**config.mk**
```make
export PLATFORM = sky130hd
export DESIGN_NAME = race_judge_flat
export DESIGN_NICKNAME = d
export VERILOG_FILES = /design/src/rtl/race_pkg.sv /design/src/rtl/race_judge_if.sv /design/src/rtl/lap_tracker.sv /design/src/rtl/race_judge.sv /design/src/flat_wrapper.sv
export SDC_FILE = /design/constraint.sdc
export NUM_CORES = 1
export LEC_CHECK = 0
export CAP_MARGIN = 15
export CORE_ASPECT_RATIO = 0.6
export CORE_MARGIN = 2
export CORE_UTILIZATION = 50
export DETAILED_ROUTE_END_ITERATION = 12
export HOLD_SLACK_MARGIN = 0.03
export PLACE_DENSITY = 0.76
export SYNTH_ARGS = -nofsm -noshare
export SYNTH_HDL_FRONTEND = slang
export SYNTH_SLANG_ARGS = --single-unit
```
**constraint.sdc**
```tcl
create_clock -name clk -period 6.76 [get_ports clk]
set_input_delay 1.014 -clock clk [delete_from_list [all_inputs] [get_ports clk]]
set_output_delay 1.014 -clock clk [all_outputs]
set_load 0.02 [all_outputs]
```
**src/rtl/race_pkg.sv**
```systemverilog
// Shared constants for the race referee: game FSM encodings, checkpoint
// rectangles, progress-key geometry and the rectangle hit test.
package race_pkg;

    localparam logic [2:0] ST_IDLE      = 3'd0;
    localparam logic [2:0] ST_SETTING   = 3'd1;
    localparam logic [2:0] ST_COUNTDOWN = 3'd3;
    localparam logic [2:0] ST_RACING    = 3'd4;
    localparam logic [2:0] ST_PAUSE     = 3'd5;
    localparam logic [2:0] ST_FINISH    = 3'd6;

    localparam int MAX_CP = 8;
    localparam int LAP_W  = 2;
    localparam int CP_W   = 3;
    localparam int RANK_W = 4;  // next_cp rank; CP0 ranks as NUM_CP (up to 8)
    localparam int KEY_W  = LAP_W + RANK_W;

    // Unused slots sit at the far map corner, outside the 320x240 play area.
    localparam logic [9:0] CP_X0 [MAX_CP] = '{10'd5,   10'd140, 10'd285, 10'd140,
                                              10'd1023, 10'd1023, 10'd1023, 10'd1023};
    localparam logic [9:0] CP_X1 [MAX_CP] = '{10'd35,  10'd180, 10'd315, 10'd180,
                                              10'd1023, 10'd1023, 10'd1023, 10'd1023};
    localparam logic [9:0] CP_Y0 [MAX_CP] = '{10'd118, 10'd10,  10'd110, 10'd200,
                                              10'd1023, 10'd1023, 10'd1023, 10'd1023};
    localparam logic [9:0] CP_Y1 [MAX_CP] = '{10'd132, 10'd40,  10'd130, 10'd230,
                                              10'd1023, 10'd1023, 10'd1023, 10'd1023};

    typedef enum logic [1:0] {
        WIN_NONE = 2'd0,
        WIN_P1   = 2'd1,
        WIN_P2   = 2'd2,
        WIN_TIE  = 2'd3
    } winner_e;

    function automatic logic in_cp(input logic [9:0] x, input logic [9:0] y,
                                   input logic [CP_W-1:0] idx);
        return (x >= CP_X0[idx]) && (x <= CP_X1[idx]) &&
               (y >= CP_Y0[idx]) && (y <= CP_Y1[idx]);
    endfunction

endpackage

```
**src/rtl/race_judge_if.sv**
```systemverilog
// Bundle between the game side (positions, FSM state) and the race referee
// (progress, lead, timer and finish verdict).
interface race_judge_if;

    logic [2:0]  state;
    logic [9:0]  p1_x;
    logic [9:0]  p1_y;
    logic [9:0]  p2_x;
    logic [9:0]  p2_y;
    logic [1:0]  p1_lap;
    logic [1:0]  p2_lap;
    logic [2:0]  p1_next_cp;
    logic [2:0]  p2_next_cp;
    logic        p1_leading;
    logic [15:0] race_time_cs;
    logic        is_game_end;
    logic [1:0]  winner;

    modport master (
        output state, p1_x, p1_y, p2_x, p2_y,
        input  p1_lap, p2_lap, p1_next_cp, p2_next_cp,
               p1_leading, race_time_cs, is_game_end, winner
    );

    modport slave (
        input  state, p1_x, p1_y, p2_x, p2_y,
        output p1_lap, p2_lap, p1_next_cp, p2_next_cp,
               p1_leading, race_time_cs, is_game_end, winner
    );

endinterface

```
**src/rtl/lap_tracker.sv**
```systemverilog
// Per-player checkpoint sequencer: only the expected checkpoint advances
// progress, and passing CP0 closes a lap.
module lap_tracker
    import race_pkg::*;
#(
    parameter int NUM_LAPS = 3,
    parameter int NUM_CP   = 4
) (
    input  logic              clk,
    input  logic              rst,
    input  logic              clear,
    input  logic              enable,
    input  logic [9:0]        x,
    input  logic [9:0]        y,
    output logic [LAP_W-1:0]  lap,
    output logic [CP_W-1:0]   next_cp,
    output logic [KEY_W-1:0]  key,
    output logic              lap_done
);

    localparam logic [LAP_W-1:0]  LAST_LAP = LAP_W'(NUM_LAPS);
    localparam logic [CP_W-1:0]   LAST_CP  = CP_W'(NUM_CP - 1);
    localparam logic [RANK_W-1:0] CP0_RANK = RANK_W'(NUM_CP);

    logic advance;
    logic at_line;

    assign advance  = enable && in_cp(x, y, next_cp);
    assign at_line  = (next_cp == '0);
    // High only in the cycle whose edge will make lap equal NUM_LAPS.
    assign lap_done = advance && at_line && (lap == LAST_LAP - 2'd1);
    assign key      = {lap, at_line ? CP0_RANK : {1'b0, next_cp}};

    // NOTE: state updates use non-blocking assignments so the judge samples
    // both trackers' pre-edge values regardless of process ordering.
    always_ff @(posedge clk or negedge rst) begin
        if (!rst) begin
            lap     <= '0;
            next_cp <= CP_W'(1);
        end else if (clear) begin
            lap     <= '0;
            next_cp <= CP_W'(1);
        end else if (advance) begin
            if (at_line) begin
                if (lap != LAST_LAP) lap <= lap + 2'd1;
                next_cp <= CP_W'(1);
            end else if (next_cp == LAST_CP) begin
                next_cp <= '0;
            end else begin
                next_cp <= next_cp + 3'd1;
            end
        end
    end

endmodule

```
**src/rtl/race_judge.sv**
```systemverilog
// Race referee: two lap trackers, the lead comparator, the centisecond race
// clock and the finish/winner decision.
module race_judge
    import race_pkg::*;
#(
    parameter int NUM_LAPS = 3,
    parameter int NUM_CP   = 4,
    parameter int CLK_FREQ = 100_000_000
) (
    input  logic        clk,
    input  logic        rst,
    race_judge_if.slave bus
);

    localparam int PRE_DIV = CLK_FREQ / 100;
    localparam int PRE_W   = (PRE_DIV > 1) ? $clog2(PRE_DIV) : 1;
    localparam logic [PRE_W-1:0] PRE_LAST = PRE_W'(PRE_DIV - 1);

    logic             clear;
    logic             active;
    logic [KEY_W-1:0] p1_key;
    logic [KEY_W-1:0] p2_key;
    logic             p1_done;
    logic             p2_done;
    logic             leading;
    logic [PRE_W-1:0] prescale;
    logic [15:0]      time_cs;
    logic             game_end;
    winner_e          winner;

    assign clear  = (bus.state == ST_IDLE) || (bus.state == ST_SETTING);
    // Once decided, nothing moves until the game FSM leaves for IDLE/SETTING.
    assign active = (bus.state == ST_RACING) && !game_end;

    lap_tracker #(.NUM_LAPS(NUM_LAPS), .NUM_CP(NUM_CP)) u_p1 (
        .clk      (clk),
        .rst      (rst),
        .clear    (clear),
        .enable   (active),
        .x        (bus.p1_x),
        .y        (bus.p1_y),
        .lap      (bus.p1_lap),
        .next_cp  (bus.p1_next_cp),
        .key      (p1_key),
        .lap_done (p1_done)
    );

    lap_tracker #(.NUM_LAPS(NUM_LAPS), .NUM_CP(NUM_CP)) u_p2 (
        .clk      (clk),
        .rst      (rst),
        .clear    (clear),
        .enable   (active),
        .x        (bus.p2_x),
        .y        (bus.p2_y),
        .lap      (bus.p2_lap),
        .next_cp  (bus.p2_next_cp),
        .key      (p2_key),
        .lap_done (p2_done)
    );

    // Equal keys leave the lead with whoever got there first.
    always_ff @(posedge clk or negedge rst) begin
        if (!rst) begin
            leading <= 1'b1;
        end else if (clear) begin
            leading <= 1'b1;
        end else if (active) begin
            if (p1_key > p2_key)      leading <= 1'b1;
            else if (p1_key < p2_key) leading <= 1'b0;
        end
    end

    always_ff @(posedge clk or negedge rst) begin
        if (!rst) begin
            prescale <= '0;
            time_cs  <= '0;
        end else if (clear) begin
            prescale <= '0;
            time_cs  <= '0;
        end else if (active) begin
            if (prescale == PRE_LAST) begin
                prescale <= '0;
                if (time_cs != 16'hFFFF) time_cs <= time_cs + 16'd1;
            end else begin
                prescale <= prescale + 1'b1;
            end
        end
    end

    always_ff @(posedge clk or negedge rst) begin
        if (!rst) begin
            game_end <= 1'b0;
            winner   <= WIN_NONE;
        end else if (clear) begin
            game_end <= 1'b0;
            winner   <= WIN_NONE;
        end else if (active && (p1_done || p2_done)) begin
            game_end <= 1'b1;
            if (p1_done && p2_done) winner <= WIN_TIE;
            else if (p1_done)       winner <= WIN_P1;
            else                    winner <= WIN_P2;
        end
    end

    assign bus.p1_leading   = leading;
    assign bus.race_time_cs = time_cs;
    assign bus.is_game_end  = game_end;
    assign bus.winner       = winner;

endmodule
```
**src/flat_wrapper.sv**
```systemverilog
// flat-port wrapper written by rule: the top's interface ports become plain ports
module race_judge_flat import race_pkg::*;
#(
    parameter int NUM_LAPS = 3,
    parameter int NUM_CP   = 4,
    parameter int CLK_FREQ = 100_000_000
)
  (clk, rst, bus_state, bus_p1_x, bus_p1_y, bus_p2_x, bus_p2_y, bus_p1_lap, bus_p2_lap, bus_p1_next_cp, bus_p2_next_cp, bus_p1_leading, bus_race_time_cs, bus_is_game_end, bus_winner);
  race_judge_if bus_i ();
  input  logic clk;
  input  logic rst;
  input wire logic [$bits(bus_i.state)-1:0] bus_state;
  input wire logic [$bits(bus_i.p1_x)-1:0] bus_p1_x;
  input wire logic [$bits(bus_i.p1_y)-1:0] bus_p1_y;
  input wire logic [$bits(bus_i.p2_x)-1:0] bus_p2_x;
  input wire logic [$bits(bus_i.p2_y)-1:0] bus_p2_y;
  output wire logic [$bits(bus_i.p1_lap)-1:0] bus_p1_lap;
  output wire logic [$bits(bus_i.p2_lap)-1:0] bus_p2_lap;
  output wire logic [$bits(bus_i.p1_next_cp)-1:0] bus_p1_next_cp;
  output wire logic [$bits(bus_i.p2_next_cp)-1:0] bus_p2_next_cp;
  output wire logic [$bits(bus_i.p1_leading)-1:0] bus_p1_leading;
  output wire logic [$bits(bus_i.race_time_cs)-1:0] bus_race_time_cs;
  output wire logic [$bits(bus_i.is_game_end)-1:0] bus_is_game_end;
  output wire logic [$bits(bus_i.winner)-1:0] bus_winner;
  assign bus_i.state = bus_state;
  assign bus_i.p1_x = bus_p1_x;
  assign bus_i.p1_y = bus_p1_y;
  assign bus_i.p2_x = bus_p2_x;
  assign bus_i.p2_y = bus_p2_y;
  assign bus_p1_lap = bus_i.p1_lap;
  assign bus_p2_lap = bus_i.p2_lap;
  assign bus_p1_next_cp = bus_i.p1_next_cp;
  assign bus_p2_next_cp = bus_i.p2_next_cp;
  assign bus_p1_leading = bus_i.p1_leading;
  assign bus_race_time_cs = bus_i.race_time_cs;
  assign bus_is_game_end = bus_i.is_game_end;
  assign bus_winner = bus_i.winner;
  race_judge #(.NUM_LAPS(NUM_LAPS), .NUM_CP(NUM_CP), .CLK_FREQ(CLK_FREQ)) u_core (.clk(clk), .rst(rst), .bus(bus_i));
endmodule
```
==> run metrics, run 1 <==
grt ovf=0; Slew HR=0.560; Avg Cell Area, Syn=8.67 µm²; router iterations before antenna repair=4; Setup violations, final=0; Iter 0 DRT Violations=252; gpl congestion=0.892; multi-input logic area=3060 µm²; clock sinks=50; CTS buffer count=5; number of synthesized flops with an enable pin=0; Critical Path Fanout Max=19; die area=9710 µm²; Post-Syn Instances=514; largest net degree at the start of global routing=51; cell taking the most area after synthesis=dfrtp_1; DRC errors left=0; minimum clock period=3.45 ns; Die Y=77.1 µm; Power per Cell Area=136 nW/µm²; Die X=126 µm; R2R Path Start=u_core.u_p2.next_cp[2]; critical path's slowest cell=nand3_1; CTS tree=yes; most frequent cells in the layout=ha_1, clkdlybuf4s50_1, nor2_1; layout cells sized above 1=0.0474; fin nets=713; hold bufs inserted after CTS=0; Final period util=0.510; Hold Crit Class=flop to flop; Initial Util=0.519; # port buffers=74; initial antenna violation count=0; Max Clk Rate=290 MHz; Synth area leaders=dfrtp_1, ha_1, nor2_1; Fin. Hold Viols=0; Worst Setup SP=bus_state[0]; critical path endpoint=u_core.bus.race_time_cs[15]; Synth Cell Area=4460 µm²; Tot GR Track Use=0.238; CP arrival=3.62 ns; post-synth cell types=56; H-tree levels=2; vias post-DR=4,108; Worst Setup Start Kind=input pin; Setup TNS=0 ns; clk_lat worst skew=0.29 ns; critical path's largest stage delay=0.64 ns; leading cell type in the layout, fill and taps excluded=ha_1; register area share after synthesis=0.282; CP endpoint kind=flop; worst IR drop on VDD=100 µV; # IOs=75; root buf cell=clkbuf_16; Layout Utilization=0.638; prevailing post-synth register cell=dfrtp_1; final WL=11.5 mm; # resized after CTS=0; Async SR Flop Fraction=1.00; clk_skew=0.00824 ns; synthesized flop and latch total=50; Worst R2R Path Depth=11; outcome=finished, final reports clean; data required time of the worst path=6.93 ns; worst path cell trace=clkdlybuf4s50_1, or2_1, a21oi_1, nand3_1, nor4_1, xnor2_1, nor2_1; Post-DP HPWL=8.92 mm; wire per inst=16.4 µm; vias in the first global route=4,049; clk slew on worst S/H paths=0.07 ns; Synth top area share=0.264; synth warn=0; critical path class=input pin to flop; FF-to-FF setup slack=3.33 ns; Longest Clk Path Bufs=2; # fillers=726; DRT antenna net count=0; sequential cell area=1250 µm²; max cap viols=0; Least-Margin Pin Slew=0.658 ns; postcts setup bufs=0; Rows=26; RSZ-0062 raised after global routing=false; Worst R2R End=u_core.bus.is_game_end; Final Max Slew Viols=0; Pleak=2.47 nW; first-pass GRT wire length=19.3 mm; syn nets=637; Core ar.=8590 µm²; Area growth, synth to finish=22.9%; Diodes inserted=0; Vias/cell=5.84
-- worst min path at each step --
| stage | start | endpoint | slack (ns) | cells past startpoint |
|---|---|---|---|---|
| 2_1_floorplan | u_core.prescale[13] | u_core.prescale[13] | 0.48 | 1 |
| 3_3_place_gp | u_core.prescale[18] | u_core.prescale[18] | 0.50 | 2 |
| 3_5_place_dp | u_core.prescale[1] | u_core.prescale[1] | 0.51 | 1 |
| 4_1_cts | u_core.prescale[1] | u_core.prescale[1] | 0.53 | 1 |
| 5_1_grt | u_core.prescale[1] | u_core.prescale[1] | 0.55 | 1 |
| 6_report | u_core.prescale[1] | u_core.prescale[1] | 0.53 | 1 |
-- cell usage after synthesis (all sizes together), types with 7 or more instances --
cell	number
a21oi	31
or3	9
clkbuf	7
xor2	12
nor2	52
and3	18
nand2b	7
dfrtp	47
nor2b	10
xnor2	14
o21ai	26
nor3	12
nand4	11
nand3	26
ha	78
nand2	40
a21o	14
inv	30
-- final cells by class --
| type | count | share of cell area |
|---|---|---|
| inverters | 30 | 0.0205 |
| clock inverters | 2 | 0.00251 |
| repair buffers | 77 | 0.141 |
| multi-input cells | 426 | 0.558 |
| clock buffers | 6 | 0.0235 |
| flip-flops and latches | 50 | 0.229 |
| well taps | 112 | 0.0256 |
-- where the power goes --
| group | internal, mW | leakage, nW | switching (mW) |
|---|---|---|---|
| Combinational | 0.0840 | 1.71 | 0.0910 |
| Sequential | 0.308 | 0.684 | 0.0126 |
| Clock | 0.138 | 0.0708 | 0.111 |
-- registers in the layout, summed over array words and instances (netlist names) --
name,cells
u_core.prescale,20
u_core.bus.race_time_cs,16
u_core.u_p2.next_cp,3
u_core.u_p1.lap,2
u_core.bus.is_game_end,1
u_core.bus.p1_leading,1
u_core.u_p1.next_cp,3
u_core.u_p2.lap,2
u_core.bus.winner,2
-- metal layers --
layer | part of all wire | up-vias | GRT usage
li1 | - | 2007 | -
met1 | 0.51 | 1994 | 0.350
met2 | 0.44 | 103 | 0.383
met3 | 0.041 | 4 | 0.0328
met4 | 0.0021 | 0 | 0.0297
met5 | 0 | - | 0
-- metrics by stage --
step / setup WS (ns) / total power, mW / instances / hold slack, ns / cell area (µm²)
after CTS: 3.37 / 0.743 / 702 / 0.528 / 5460
after global routing: 3.08 / 0.781 / 703 / 0.546 / 5480
after detailed placement: 3.07 / 0.498 / 694 / 0.515 / 5320
final: 3.31 / 0.745 / 703 / 0.531 / 5480
after floorplan: 3.67 / 0.419 / 514 / 0.480 / 4460
after global placement: 3.12 / 0.489 / 694 / 0.503 / 5320
-- critical path: cells and delay by family --
family	cells	cell delay (ns)
and+or+nand+nor	4	1.50
AOI/OAI and AO/OA	1	0.53
xor gates and xnor gates	1	0.18
buffers and inverters	1	0.39
-- cell families after synthesis --
group / Yosys count / synth area share
AO/OA/AOI/OAI: 103 / 0.151
XOR/XNOR: 26 / 0.0511
adder cells (fa/ha/maj): 82 / 0.228
buffers and inverters: 38 / 0.0323
flip-flops: 50 / 0.282
multiplexers: 5 / 0.0112
AND/OR/NAND/NOR: 210 / 0.244
(Power assumes the default switching activity.)
==> run 2, diff against run 1 <==
==> constraint.sdc (replaced) <==
create_clock -name clk -period 3.3 [get_ports clk]
set_input_delay 0.495 -clock clk [delete_from_list [all_inputs] [get_ports clk]]
set_output_delay 0.495 -clock clk [all_outputs]
set_load 0.02 [all_outputs]
==> run metrics, run 2 (same netlist as run 1, synthesis figures left out) <==
Worst Setup Start Kind=flop (was input pin); cell family with most CP delay=compound AO/OA/AOI/OAI gates (was simple AND/OR/NAND/NOR gates); Flop pwr share=0.433 (was 0.431); outcome=finished, final reports clean (unchanged); R2R Path Start=u_core.u_p1.next_cp[0] (was u_core.u_p2.next_cp[2]); grt ovf=0 (unchanged); worst IR drop on VDD=215 µV (was 100 µV); # IOs=75 (unchanged); Fin. Hold Viols=0 (unchanged); Fin Hold WS=0.187 ns (was 0.531 ns); Power per Cell Area=274 nW/µm² (was 136 nW/µm²); critical path class=flop to flop (was input pin to flop); critical path's largest stage delay=0.65 ns (was 0.64 ns); Area growth, synth to finish=24.2% (was 22.9%); Net Switching=0.429 mW (was 0.215 mW); Clock power frac=0.329 (was 0.334); vias in the first global route=3,998 (was 4,049); Iter 0 DRT Violations=225 (was 252); # port buffers=74 (unchanged); first-pass GRT wire length=18.9 mm (was 19.3 mm); Largest register FFs=20 (unchanged); Vias/cell=5.79 (was 5.84); final setup margin=0.210 ns (was 3.31 ns); Longest Clk Path Bufs=2 (unchanged); Core ar.=8590 µm² (unchanged); Rows=26 (unchanged); Least-Margin Pin Slew=0.617 ns (was 0.658 ns); largest net degree at the start of global routing=51 (unchanged); final WL=11.0 mm (was 11.5 mm); cell internal pwr=1.09 mW (was 0.530 mW); Most flops, register=u_core.prescale (unchanged); clock sinks=50 (unchanged); initial antenna violation count=0 (unchanged); H-tree levels=2 (unchanged); Die Y=77.1 µm (unchanged); die area=9710 µm² (unchanged); worst path cell trace=ha_1, nor2b_1, ha_1, and4_1, and3_1, a221oi_1, o21ai_0, a2111oi_4, nand3_2, a21o_1 (was clkdlybuf4s50_1, or2_1, a21oi_1, nand3_1, nor4_1, xnor2_1, nor2_1); vias post-DR=4,116 (was 4,108); leading cell type in the layout, fill and taps excluded=ha_1 (unchanged); CTS buffer count=5 (unchanged); Worst Setup SP=u_core.u_p1.next_cp[0] (was bus_state[0]); DRC errors left=0 (unchanged); most frequent cells in the layout=ha_1, clkdlybuf4s50_1, nor2_1 (unchanged); Final Max Slew Viols=0 (unchanged); CP arrival=3.28 ns (was 3.62 ns); combinational power share=0.238 (was 0.235); minimum clock period=3.09 ns; gpl congestion=0.926 (was 0.892); clk slew on worst S/H paths=0.07 ns (about the same); Critical Path Fanout Max=11 (was 19); data required time of the worst path=3.49 ns (was 6.93 ns); clk_lat worst skew=0.29 ns (about the same); fin nets=721 (was 713); Hold Crit Class=input pin to asynchronous set/reset pin (was flop to flop); Max Clk Rate=324 MHz; Final period util=0.936; Sw Ratio=0.284 (was 0.288); CP endpoint kind=flop (unchanged); design area=5540 µm² (was 5480 µm²); Setup TNS=0 ns (unchanged); critical path's slowest cell=dfstp_2 (was nand3_1); wire per inst=15.5 µm (was 16.4 µm); Setup violations, final=0 (unchanged); Initial Util=0.519 (unchanged); Tot Pwr=1.51 mW (was 0.745 mW); DP Area=5380 µm² (was 5320 µm²); Layout Utilization=0.645 (was 0.638); most frequent CP cell=ha_1; router iterations before antenna repair=5 (was 4); max cap viols=0 (unchanged); Diodes inserted=0 (unchanged); Buf+Inv Stages, Crit Path=0 (was 1); clk_skew=0.00735 ns (was 0.00824 ns); Setup WS pre-CTS=0.127 ns (was 3.07 ns); fin cells=711 (was 703); CTS tree=yes (unchanged); Post-DP HPWL=8.62 mm (was 8.92 mm); DRT antenna net count=0 (unchanged); # resized after CTS=0 (unchanged); root buf cell=clkbuf_16 (unchanged); layout cells sized above 1=0.0601 (was 0.0474); postcts setup bufs=0 (unchanged); Pleak=2.51 nW (was 2.47 nW); Placed Cells=702 (was 694); Die X=126 µm (unchanged); Tot GR Track Use=0.234 (was 0.238); Slew HR=0.588 (was 0.560); RSZ-0062 raised after global routing=false (unchanged)
==> run 2: cell count changes in the layout (fill, tap and decap cells not counted) <==
cell | previous run | this run
buf_4 | 2 | 10
clkinv_2 | 1 | 2
clkinv_4 | 1 | 0
==> run 2: worst paths after layout <==
check / to / slack [ns] / depth (start not counted)
worst max register to register: u_core.bus.winner[1] / 0.21 / 10
worst min register to register: u_core.prescale[0] / 0.54 / 1
min in group clk: u_core.prescale[0] / 0.54 / 1
max in group asynchronous: u_core.u_p1.next_cp[0] / 2.51 / 2
worst min-delay path: u_core.prescale[14] / 0.19 / 1
worst max-delay path: u_core.bus.winner[1] / 0.21 / 10
==> run 2: layout make-up <==
class | instances | area, µm²
sequential | 50 | 1250
inverter | 30 | 113
multi-input combinational | 426 | 3060
timing repair buffer | 85 | 831
tap | 112 | 140
clock inverter | 2 | 10.0
clock buffer | 6 | 129
fill | 728 | 3050
==> run 2: metal layers <==
metal,wire [µm],vias to the layer above,share of wire,track usage
met5,0,-,0,0
met3,626,11,0.057,0.0516
li1,-,2026,-,-
met1,5700,1966,0.52,0.358
met4,65,0,0.0059,0.0396
met2,4620,113,0.42,0.342
==> run 2: power groups by stage <==
stage                     Clock (mW)  Sequential, mW  Combinational (mW)
after floorplan                    0           0.677               0.181
after global placement             0           0.666               0.341
after detailed placement           0           0.666               0.355
after CTS                      0.506           0.655               0.357
after global routing           0.537           0.658               0.408
final                          0.499           0.655               0.360
==> run 2: timing repair <==
item | in CTS | in global routing
endpoints found under the setup margin | 0 | 3
hold buffers | 0 | 0
endpoints found under the hold margin | 0 | 0
==> run 3, diff against run 2 <==
--- a/config.mk
+++ b/config.mk
@@ -8,10 +8,10 @@
 export CAP_MARGIN = 15
 export CORE_ASPECT_RATIO = 0.6
 export CORE_MARGIN = 2
-export CORE_UTILIZATION = 50
+export CORE_UTILIZATION = 55
 export DETAILED_ROUTE_END_ITERATION = 12
 export HOLD_SLACK_MARGIN = 0.03
-export PLACE_DENSITY = 0.76
+export PLACE_DENSITY = 0.82
 export SYNTH_ARGS = -nofsm -noshare
 export SYNTH_HDL_FRONTEND = slang
 export SYNTH_SLANG_ARGS = --single-unit
==> run metrics, run 3 (same netlist as run 1, synthesis figures left out) <==
cell family with most CP delay=simple AND/OR/NAND/NOR gates (was compound AO/OA/AOI/OAI gates); gpl congestion=0.928 (was 0.926); Diodes inserted=0 (unchanged); critical path's slowest cell=dfstp_2 (unchanged); Worst Setup Start Kind=flop (unchanged); initial antenna violation count=0 (unchanged); root buf cell=clkbuf_16 (unchanged); Vias/cell=5.96 (was 5.79); outcome=finished, final reports clean (unchanged); Buf+Inv Stages, Crit Path=1 (was 0); clock sinks=50 (unchanged); most frequent cells in the layout=ha_1, clkdlybuf4s50_1, nor2_1 (unchanged); Pleak=2.52 nW (was 2.51 nW); vias post-DR=4,223 (was 4,116); fin cells=709 (was 711); CTS tree=yes (unchanged); fin nets=723 (was 721); worst path cell trace=ha_1, nor2b_1, ha_1, and4_1, and3_1, a221oi_1, o21ai_0, a2111oi_4, buf_4, nor3b_1, o21ai_1 (was ha_1, nor2b_1, ha_1, and4_1, and3_1, a221oi_1, o21ai_0, a2111oi_4, nand3_2, a21o_1); Tot GR Track Use=0.272 (was 0.234); leading cell type in the layout, fill and taps excluded=ha_1 (unchanged); first-pass GRT wire length=19.5 mm (was 18.9 mm); Max Clk Rate=327 MHz (was 324 MHz); Power per Cell Area=279 nW/µm² (was 274 nW/µm²); Most flops, register=u_core.prescale (unchanged); hold bufs inserted after CTS=0 (unchanged); CTS buffer count=5 (unchanged); Fin Hold WS=0.194 ns (was 0.187 ns); Least-Margin Pin Slew=0.569 ns (was 0.617 ns); DRT antenna net count=0 (unchanged); Setup TNS=0 ns (unchanged); minimum clock period=3.06 ns (was 3.09 ns); Longest Clk Path Bufs=2 (unchanged); Setup WS pre-CTS=0.115 ns (was 0.127 ns); Fin. Hold Viols=0 (unchanged); # IOs=75 (unchanged); CP arrival=3.25 ns (was 3.28 ns); Critical Path Fanout Max=11 (unchanged); Area growth, synth to finish=24.8% (was 24.2%); H-tree levels=2 (unchanged); wire per inst=16.6 µm (was 15.5 µm); Post-DP HPWL=9.00 mm (was 8.62 mm); clk_skew=0.00681 ns (was 0.00735 ns); die area=8870 µm² (was 9710 µm²); final WL=11.8 mm (was 11.0 mm); max cap viols=0 (unchanged); Iter 0 DRT Violations=278 (was 225); Slew HR=0.618 (was 0.588); Rows=25 (was 26); Initial Util=0.566 (was 0.519); RSZ-0062 raised after global routing=false (unchanged); Final Max Slew Viols=0 (unchanged); critical path's largest stage delay=0.65 ns (about the same); # fillers=646 (was 728); R2R Path Start=u_core.u_p1.next_cp[0] (unchanged); Placed Cells=698 (was 702); most frequent CP cell=ha_1 (unchanged); Setup violations, final=0 (unchanged); critical path class=flop to flop (unchanged); worst IR drop on VDD=224 µV (was 215 µV); DRC errors left=0 (unchanged); layout cells sized above 1=0.0666 (was 0.0601); router iterations before antenna repair=5 (unchanged); clk slew on worst S/H paths=0.07 ns (about the same); Core ar.=7880 µm² (was 8590 µm²); vias in the first global route=4,147 (was 3,998); CP endpoint kind=flop (unchanged); largest net degree at the start of global routing=51 (unchanged); final setup margin=0.245 ns (was 0.210 ns); Hold Crit Class=input pin to asynchronous set/reset pin (unchanged); # port buffers=74 (unchanged); Die Y=73.7 µm (was 77.1 µm); Worst Setup SP=u_core.u_p1.next_cp[0] (unchanged); Final period util=0.926 (was 0.936); Die X=120 µm (was 126 µm); grt ovf=0 (unchanged); clk_lat worst skew=0.29 ns (about the same); data required time of the worst path=3.50 ns (was 3.49 ns); Largest register FFs=20 (unchanged)
-- run 3: cell types whose count changed in the layout (fill, tap and decap cells not counted) --
cell | before | now
buf_4 | 10 | 12
inv_1 | 30 | 29
clkinv_2 | 2 | 1
clkbuf_8 | 0 | 1
clkinvlp_4 | 0 | 2
clkbuf_1 | 1 | 0
-- run 3: layout make-up --
class	instances	area, µm²	area share
Clock buffer	6	139	0.0250
Clock inverter	2	12.5	0.00225
Inverter	30	116	0.0209
Multi-Input combinational cell	426	3060	0.550
Sequential cell	50	1250	0.226
Tap cell	108	135	0.0243
Timing Repair Buffer	87	846	0.152
-- run 3: metal layers --
layer	wire length [µm]	vias to the layer above	global-route usage
met1	5480	2017	0.378
met2	5400	158	0.450
met3	775	18	0.0458
li1	-	2030	-
met4	148	0	0.0659
met5	0	-	0
-- run 3: through the flow --
stage | power [mW] | util | area (µm²)
floorplan | 0.858 | - | 4460
CTS | 1.55 | 0.701 | 5520
finish | 1.55 | 0.706 | 5560
global route | 1.63 | 0.706 | 5560
global placement | 1.00 | 0.682 | 5370
detailed placement | 1.03 | 0.682 | 5370
-- run 3: repair_timing --
| item | 4_1_cts | 5_1_grt |
|---|---|---|
| setup endpoints to repair | 0 | 7 |
| buffers inserted | 0 | 2 |
| resized for setup | 0 | 1 |
-- run 3: where the power goes --
part	total (mW)	internal [mW]	switching, mW
sequential	0.655	0.632	0.0230
combinational	0.371	0.176	0.195
clock	0.528	0.301	0.228
-- run 3: worst paths after layout --
kind	end	slack (ns)	cells after the start
max in group asynchronous	u_core.bus.p1_leading	2.49	2
hold reg to reg	u_core.prescale[0]	0.54	1
min in group clk	u_core.prescale[0]	0.54	1
setup / recovery	u_core.u_p1.next_cp[0]	0.24	11
setup reg to reg	u_core.u_p1.next_cp[0]	0.24	11
hold / removal	u_core.prescale[14]	0.19	1
